$ cat config.mk
export PLATFORM = sky130hd
export DESIGN_NAME = fwd_tx4x4_lc
export DESIGN_NICKNAME = d
export VERILOG_FILES = /design/src/rtl/h264_tx_pkg.sv /design/src/rtl/fwd_butterfly4.sv /design/src/rtl/fwd_tx4x4_lc.sv
export SDC_FILE = /design/constraint.sdc
export NUM_CORES = 1
export LEC_CHECK = 0
export ABC_CLOCK_PERIOD_IN_PS = 33700
export CORE_ASPECT_RATIO = 0.6
export CORE_UTILIZATION = 45
export DETAILED_ROUTE_END_ITERATION = 12
export GPL_TIMING_DRIVEN = 1
export MAX_ROUTING_LAYER = met4
export PLACE_DENSITY = 0.71
export SYNTH_ARGS = -nofsm -noshare
export SYNTH_HDL_FRONTEND = slang
export SYNTH_HIERARCHICAL = 1
export SYNTH_SLANG_ARGS = --single-unit
$ cat constraint.sdc
create_clock -name clk -period 33.7 [get_ports clk]
set_clock_uncertainty 0.15 [all_clocks]
set_input_delay 10.11 -clock clk [delete_from_list [all_inputs] [get_ports clk]]
set_output_delay 10.11 -clock clk [all_outputs]
set_load 0.01 [all_outputs]
$ cat src/rtl/h264_tx_pkg.sv
// Shared types and width defaults for the H.264 forward transform path.
package h264_tx_pkg;

    localparam int RES_WIDTH_DEF   = 9;
    localparam int COEFF_WIDTH_DEF = 16;

    typedef enum logic [1:0] {
        IDLE = 2'd0,
        ROW  = 2'd1,
        COL  = 2'd2,
        DONE = 2'd3
    } state_t;

    typedef logic signed [COEFF_WIDTH_DEF-1:0] coeff_t;

endpackage

$ cat src/rtl/fwd_butterfly4.sv
// Combinational 4-point H.264 forward core-transform butterfly.
// Inputs are sign-extended to the output width before any arithmetic.
module fwd_butterfly4 #(
    parameter int IN_W  = 12,
    parameter int OUT_W = 16
) (
    input  logic [0:3][IN_W-1:0]  a,
    output logic [0:3][OUT_W-1:0] y
);

    logic signed [OUT_W-1:0] e [0:3];
    logic signed [OUT_W-1:0] s0, s1, d0, d1;

    generate
        for (genvar gi = 0; gi < 4; gi++) begin : g_ext
            assign e[gi] = OUT_W'($signed(a[gi]));
        end
    endgenerate

    assign s0 = e[0] + e[3];
    assign s1 = e[1] + e[2];
    assign d0 = e[0] - e[3];
    assign d1 = e[1] - e[2];

    assign y[0] = s0 + s1;
    assign y[1] = (d0 <<< 1) + d1;
    assign y[2] = s0 - s1;
    assign y[3] = d0 - (d1 <<< 1);

endmodule

$ cat src/rtl/fwd_tx4x4_lc.sv
// Low-cost 4x4 forward integer transform: one shared butterfly, row pass then column pass.
// Optional feature macro: FWD_TX_ZERO_FLAG_EN adds the registered all_zero output.
module fwd_tx4x4_lc
    import h264_tx_pkg::*;
#(
    parameter int MB_SIZE     = 4,
    parameter int RES_WIDTH   = RES_WIDTH_DEF,
    parameter int COEFF_WIDTH = COEFF_WIDTH_DEF
) (
    input  logic                                                clk,
    input  logic                                                reset,
    input  logic [0:MB_SIZE-1][0:MB_SIZE-1][RES_WIDTH-1:0]      residual,
    input  logic                                                src_valid,
    output logic                                                src_ready,
    output logic                                                dst_valid,
    input  logic                                                dst_ready,
    output logic signed [0:MB_SIZE-1][0:MB_SIZE-1][COEFF_WIDTH-1:0] coeff
`ifdef FWD_TX_ZERO_FLAG_EN
    ,
    output logic                                                all_zero
`endif
);

    localparam int N   = MB_SIZE;
    localparam int T_W = RES_WIDTH + 3;

    state_t     state_reg, state_next;
    logic [1:0] idx_reg, idx_next;
    logic       accept;

    logic [0:N-1][0:N-1][RES_WIDTH-1:0]   x_reg;
    logic [0:N-1][0:N-1][T_W-1:0]         t_reg;
    logic [0:N-1][0:N-1][COEFF_WIDTH-1:0] coeff_reg;

    logic [0:N-1][T_W-1:0]         bf_in;
    logic [0:N-1][COEFF_WIDTH-1:0] bf_out;

    always_ff @(posedge clk or posedge reset) begin
        if (reset) begin
            state_reg <= IDLE;
            idx_reg   <= 2'd0;
        end else begin
            state_reg <= state_next;
            idx_reg   <= idx_next;
        end
    end

    always_comb begin
        state_next = state_reg;
        idx_next   = idx_reg;
        src_ready  = 1'b0;
        dst_valid  = 1'b0;
        accept     = 1'b0;
        case (state_reg)
            IDLE: begin
                src_ready = 1'b1;
                if (src_valid) begin
                    accept     = 1'b1;
                    idx_next   = 2'd0;
                    state_next = ROW;
                end
            end
            ROW: begin
                // idx wraps 3 -> 0 on its own, ready for the column pass
                idx_next = idx_reg + 2'd1;
                if (idx_reg == 2'd3) state_next = COL;
            end
            COL: begin
                idx_next = idx_reg + 2'd1;
                if (idx_reg == 2'd3) state_next = DONE;
            end
            DONE: begin
                dst_valid = 1'b1;
                if (dst_ready) state_next = IDLE;
            end
            default: state_next = IDLE;
        endcase
    end

    // Row pass feeds sign-extended X rows; column pass feeds T columns.
    generate
        for (genvar gi = 0; gi < N; gi++) begin : g_mux
            assign bf_in[gi] = (state_reg == ROW)
                ? {{3{x_reg[idx_reg][gi][RES_WIDTH-1]}}, x_reg[idx_reg][gi]}
                : t_reg[gi][idx_reg];
        end
    endgenerate

    fwd_butterfly4 #(
        .IN_W  (T_W),
        .OUT_W (COEFF_WIDTH)
    ) u_bfly (
        .a (bf_in),
        .y (bf_out)
    );

    always_ff @(posedge clk or posedge reset) begin
        if (reset) begin
            x_reg     <= '0;
            t_reg     <= '0;
            coeff_reg <= '0;
        end else begin
            if (accept) x_reg <= residual;
            if (state_reg == ROW) begin
                for (int k = 0; k < N; k++) t_reg[idx_reg][k] <= bf_out[k][T_W-1:0];
            end
            if (state_reg == COL) begin
                for (int k = 0; k < N; k++) coeff_reg[k][idx_reg] <= bf_out[k];
            end
        end
    end

    assign coeff = coeff_reg;

`ifdef FWD_TX_ZERO_FLAG_EN
    logic prev_zero;

    // Columns 0..2 are already registered when the last column is computed.
    always_comb begin
        prev_zero = 1'b1;
        for (int r = 0; r < N; r++) begin
            for (int c = 0; c < N - 1; c++) begin
                if (coeff_reg[r][c] != '0) prev_zero = 1'b0;
            end
        end
    end

    always_ff @(posedge clk or posedge reset) begin
        if (reset) begin
            all_zero <= 1'b0;
        end else if (state_reg == COL && idx_reg == 2'd3) begin
            all_zero <= prev_zero && (bf_out == '0);
        end
    end
`endif

endmodule
==> results.sh, run 1 <==
export IMPL_outcome="complete, no violations"
export IMPL_setup_tns_ns=0
export IMPL_vias=19200
export IMPL_ioPinCount=406
export IMPL_area_sequential_um2=14900
export IMPL_netlist_instances=2192
export IMPL_drtIter0Drc=1347
export IMPL_synth_distinct_cells=77
export IMPL_layout_drive_gt1_share_pct=30.7
export IMPL_dpl_cell_area_um2=34400
export IMPL_worstSkewPairLatency_ns=0.63
export IMPL_viasPerCell=5.55
export IMPL_rsz0062_at_grt="false"
export IMPL_critPathCaptureType="async pin"
export IMPL_final_area_um2=36300
export IMPL_grt_pass1_wl_mm=124
export IMPL_path_max_fanout=178
export IMPL_cts_tree="done"
export IMPL_antenna_found_initial=6
export IMPL_rrSetupSlack_ns=26.21
export IMPL_worstRegToRegCells=21
export IMPL_ctsRootBufferMaster="clkbuf_16"
export IMPL_drc=0
export IMPL_nNetsFinal=2830
export IMPL_grtUsageTotal_pct=25.1
export IMPL_worstPathCellList="clkdlybuf4s50_1 -> inv_8 -> buf_4 -> buf_12"
export IMPL_reg2reg_to="coeff[126]"
export IMPL_post_layout_nonfiller_instances=3461
export IMPL_ys_seq_elements=596
export IMPL_ys_seq_area_share_pct=50.3
export IMPL_cts_resized=0
export IMPL_hold_start="t_reg[46]"
export IMPL_timing_final_crit_period_ns=12.72
export IMPL_place_inst=3360
export IMPL_arrival_ns=13.17
export IMPL_yosys_warnings=6
export IMPL_synth_fp_nets=2456
export IMPL_setup_viol=0
export IMPL_multiInputGateArea_um2=13800
export IMPL_synth_ff_type="dfrtp_1"
export IMPL_syn_cell_area_um2=29600
export IMPL_worst_slew_pin_slew_ns=1.21
export IMPL_syn_avg_cell_area_um2=13.5
export IMPL_fmax_mhz=78.6
export IMPL_timing_final_ws_setup_ns=20.98
export IMPL_drt_wl_total_mm=81.3
export IMPL_finalWeightedCongestion=0.947
export IMPL_whs_endpoint="t_reg[46]"
export IMPL_drv_cap=0
export IMPL_maxSlewHeadroom_pct=19.2
export IMPL_worstPathRequired_ns=34.15
export IMPL_numPortBuffers=405
export IMPL_syn_to_final_growth_pct=22.6
export IMPL_grt_max_degree=179
export IMPL_grt_pass1_vias=19700
export IMPL_cts_sinks=596
export IMPL_hold_class="register to register"
export IMPL_dp_slack_ns=20.27
export IMPL_dieArea_um2=66900
export IMPL_largest_register_ffs=256
export IMPL_wl_per_cell_um=23.5
export IMPL_final_antenna_net_count=0
export IMPL_start_util_pct=45.7
export IMPL_cts_clk_slew_worst_paths_ns=0.06
export IMPL_numCtsBuffers=55
export IMPL_antenna_cells=0
export IMPL_hold_buffers=0
export IMPL_slew_violations=0
export IMPL_drt_first_pass_iters=5
export IMPL_die_y_um=201
export IMPL_worstSetupPathType="input pin to async pin"
export IMPL_nFillCells=5229
export IMPL_gr_total_overflow=0
export IMPL_critPathLaunchType="input pin"
export IMPL_synth_edff_count=0
export IMPL_async_flop_share_pct=100
export IMPL_slowest_delay_ns=0.91
export IMPL_core_area_um2=64800
export IMPL_fp_dieW_um=333
export IMPL_clockBufferDepth=3
export IMPL_cp_slowest_cell="buf_4"
export IMPL_htreeDepth=2
export IMPL_fin_crit_sh_pct=37.7
export IMPL_r2r_start="state_reg[1]"
export IMPL_post_cts_buffers=0
export IMPL_hold_depth=1
export IMPL_rows=72
export IMPL_hpwl_mm=58.6
export IMPL_hold_violations=0
cells by family after synthesis:
family / count (synthesis) / synth area share, %
buffers and inverters: 206 / 3.46
multiplexers: 698 / 28.9
XOR/XNOR: 90 / 2.73
adder cells (fa/ha/maj): 116 / 5.10
AO/OA/AOI/OAI: 200 / 4.88
flip-flops: 596 / 50.3
AND/OR/NAND/NOR: 286 / 4.57
through the flow:
| stage | util, % | hold WS [ns] |
|---|---|---|
| after floorplan | - | 0.309 |
| after global placement | 53.1 | 0.319 |
| after detailed placement | 53.1 | 0.335 |
| after CTS | 56.1 | 0.349 |
| after global routing | 56.1 | 0.358 |
| final | 56.1 | 0.349 |
synth_stat cells, types with 10 or more instances:
master	number	share of area [%]
buf_4	15	0.38
o21bai_1	12	0.30
o21ai_0	16	0.27
ha_1	108	4.6
mux2_2	590	22
nor2b_1	19	0.40
a21oi_1	60	1.0
dfrtp_1	596	50
o21ai_1	10	0.17
a21o_1	10	0.25
buf_6	16	0.61
xor2_1	23	0.68
inv_1	90	1.1
o221ai_1	14	0.41
nor2_1	50	0.63
clkbuf_1	17	0.22
mux4_2	59	4.5
mux2i_1	37	1.3
xnor2_1	65	1.9
nand2b_1	18	0.38
nand2_1	119	1.5
buf_2	61	1.0
nor3_1	21	0.35
metal layers:
layer / track usage, % / wire length (um) / vias up / share of wire (%)
li1: - / - / 8599 / -
met1: 36.2 / 38800 / 10000 / 48
met2: 38.0 / 37400 / 477 / 46
met3: 3.06 / 3540 / 96 / 4.4
met4: 5.66 / 1540 / 0 / 1.9
met5: - / 0 / - / 0
worst max path at each step:
stage	from	endpoint	slack, ns	cells after the start
2_1_floorplan	reset	coeff[0]	6.76	1
3_3_place_gp	reset	coeff[29]	20.41	4
3_5_place_dp	reset	t_reg[123]	20.27	4
4_1_cts	reset	t_reg[124]	20.93	4
5_1_grt	reset	t_reg[124]	20.56	4
6_report	reset	coeff[61]	20.98	4
cell usage in the layout (no fill, tap or decap), drive strengths merged, types with 6 or more instances in the layout:
cell             n
mux2           597
o41ai            7
o311ai           8
and3             6
fa               8
xor2            24
or3              9
xnor2           65
nand2b          18
o31ai            9
buf             27
clkbuf          80
nor4             7
clkdlybuf4s50  405
o221ai          18
clkinv           9
o21a             8
dfrtp          596
nand2          124
a21oi           60
nand3            7
nor2b           19
nor3            21
mux4            64
nor2            50
bufinv           9
a21o            10
o211ai           8
o21bai          12
ha             108
o21ai           26
and2             9
inv             92
mux2i           37
worst max-delay path: cells and delay by family:
family	cells	cell delay [ns]
buffers and inverters	4	2.73
cell type report:
type | instances | share of cell area, %
clock inverter | 21 | 1.01
clock buffer | 80 | 4.41
inverter | 91 | 0.961
sequential | 596 | 41.1
multi-input combinational | 1390 | 37.9
tap | 851 | 2.93
timing repair buffer | 432 | 11.8
Power of run 1 is left out: the tool's default activity adds up to more than one toggle a clock period on the data nets, which glitch-free logic cannot reach.
==> run 2: changes to the inputs <==
--- a/config.mk
+++ b/config.mk
@@ -5,7 +5,7 @@
 export SDC_FILE = /design/constraint.sdc
 export NUM_CORES = 1
 export LEC_CHECK = 0
-export ABC_CLOCK_PERIOD_IN_PS = 33700
+export ABC_CLOCK_PERIOD_IN_PS = 12800
 export CORE_ASPECT_RATIO = 0.6
 export CORE_UTILIZATION = 45
 export DETAILED_ROUTE_END_ITERATION = 12
==> constraint.sdc (replaced) <==
create_clock -name clk -period 12.8 [get_ports clk]
set_clock_uncertainty 0.15 [all_clocks]
set_input_delay 3.84 -clock clk [delete_from_list [all_inputs] [get_ports clk]]
set_output_delay 3.84 -clock clk [all_outputs]
set_load 0.01 [all_outputs]
==> results.sh, run 2 (synthesis results as in run 1) <==
export IMPL_outcome="complete, no violations"
export IMPL_finalWeightedCongestion=0.925
export IMPL_vias=19400
export IMPL_die_y_um=201
export IMPL_fp_dieW_um=333
export IMPL_final_antenna_net_count=0
export IMPL_grtUsageTotal_pct=25.1
export IMPL_critical_path_buf_inv_count=4
export IMPL_cts_sinks=596
export IMPL_wl_per_cell_um=23.7
export IMPL_grt_pass1_vias=19900
export IMPL_setup_tns_ns=0
export IMPL_rows=72
export IMPL_clockBufferDepth=3
export IMPL_cts_clk_slew_worst_paths_ns=0.06
export IMPL_hpwl_mm=59.4
export IMPL_ioPinCount=406
export IMPL_drtIter0Drc=1368
export IMPL_mostFrequentLayoutCells="dfrtp_1, mux2_2, clkdlybuf4s50_1"
export IMPL_syn_to_final_growth_pct=22.8
export IMPL_fmax_mhz=134
export IMPL_cp_slowest_cell="o41ai_1"
export IMPL_hold_class="register to register"
export IMPL_grt_use_met2_pct=39.0
export IMPL_critPathLaunchType="register"
export IMPL_postLayoutCoreUtil_pct=56.2
export IMPL_worst_slew_pin_slew_ns=1.34
export IMPL_post_cts_buffers=0
export IMPL_grt_pass1_wl_mm=124
export IMPL_grt_busiest_layer="met2"
export IMPL_dpl_cell_area_um2=34400
export IMPL_worstSetupPathType="register to register"
export IMPL_slew_violations=0
export IMPL_cts_resized=0
export IMPL_htreeDepth=2
export IMPL_hold_buffers=0
export IMPL_final_area_um2=36400
export IMPL_critPathCaptureType="register"
export IMPL_cp_common_cell="inv_1"
export IMPL_drv_cap=0
export IMPL_grt_max_degree=155
export IMPL_crit_family="compound AO/OA/AOI/OAI gates"
export IMPL_ctsRootBufferMaster="clkbuf_16"
export IMPL_whs_ns=0.345
export IMPL_arrival_ns=7.80
export IMPL_path_max_fanout=46
export IMPL_nNetsFinal=2828
export IMPL_timing_final_crit_period_ns=7.45
export IMPL_final_common_cell="dfrtp_1"
export IMPL_numPortBuffers=405
export IMPL_core_area_um2=64800
export IMPL_cts_tree="done"
export IMPL_start_util_pct=45.7
export IMPL_rsz0062_at_grt="false"
export IMPL_antenna_found_initial=5
export IMPL_fin_crit_sh_pct=58.2
export IMPL_worstPathRequired_ns=13.14
export IMPL_drt_wl_total_mm=81.9
export IMPL_grt_util_met3_pct=3.75
export IMPL_gr_usage_met1_pct=35.1
export IMPL_viasPerCell=5.61
export IMPL_numCtsBuffers=56
export IMPL_worstSkewPairLatency_ns=0.62
export IMPL_drt_first_pass_iters=5
export IMPL_layout_drive_gt1_share_pct=31.0
export IMPL_setup_viol=0
export IMPL_hold_violations=0
export IMPL_worstPathCellList="inv_1 -> ha_4 -> buf_4 -> mux4_2 -> nand2_1 -> nand2_1 -> inv_1 -> ha_1 -> nor2b_1 -> o31ai_1 -> a21oi_1 -> or2_1 -> xnor2_1 -> inv_1 -> ha_1 -> o21ai_0 -> a21oi_1 -> o41ai_1 -> o41ai_2 -> or4_1 -> and3b_1 -> mux2_2"
export IMPL_largest_register_ffs=256
export IMPL_gr_total_overflow=0
export IMPL_drc=0
export IMPL_slowest_delay_ns=0.99
export IMPL_dieArea_um2=66900
export IMPL_maxSlewHeadroom_pct=9.59
run 2: final cells by class:
type	count	area (um2)
multi-input combinational	1390	13800
sequential	596	14900
tap	851	1060
antenna	3	7.51
timing repair buffer	429	4260
clock inverter	27	384
inverter	91	345
clock buffer	75	1620
fill	5186	28400
run 2: final timing paths:
kind | from | endpoint | slack (ns) | cells after the start
hold / removal | t_reg[46] | t_reg[46] | 0.34 | 1
hold reg to reg | t_reg[46] | t_reg[46] | 0.34 | 1
min in group asynchronous | reset | x_reg[101] | 3.63 | 3
setup / recovery | state_reg[1] | coeff[61] | 5.35 | 22
setup reg to reg | state_reg[1] | coeff[61] | 5.35 | 22
max in group asynchronous | reset | coeff[132] | 7.12 | 4
run 2: stage by stage:
| step | setup WS [ns] | cells |
|---|---|---|
| 2_1_floorplan | 0.683 | 2192 |
| 3_5_place_dp | 5.53 | 3357 |
| 6_report | 5.35 | 3462 |
| 5_1_grt | 4.92 | 3459 |
| 4_1_cts | 5.49 | 3459 |
| 3_3_place_gp | 5.63 | 3357 |
run 2: metal layers:
metal | up-vias | share of wire (%)
met5 | - | 0
met4 | 0 | 1.8
met3 | 102 | 5.1
met2 | 570 | 47
met1 | 10100 | 46
li1 | 8629 | -
Power of run 2 is left out for the same reason.
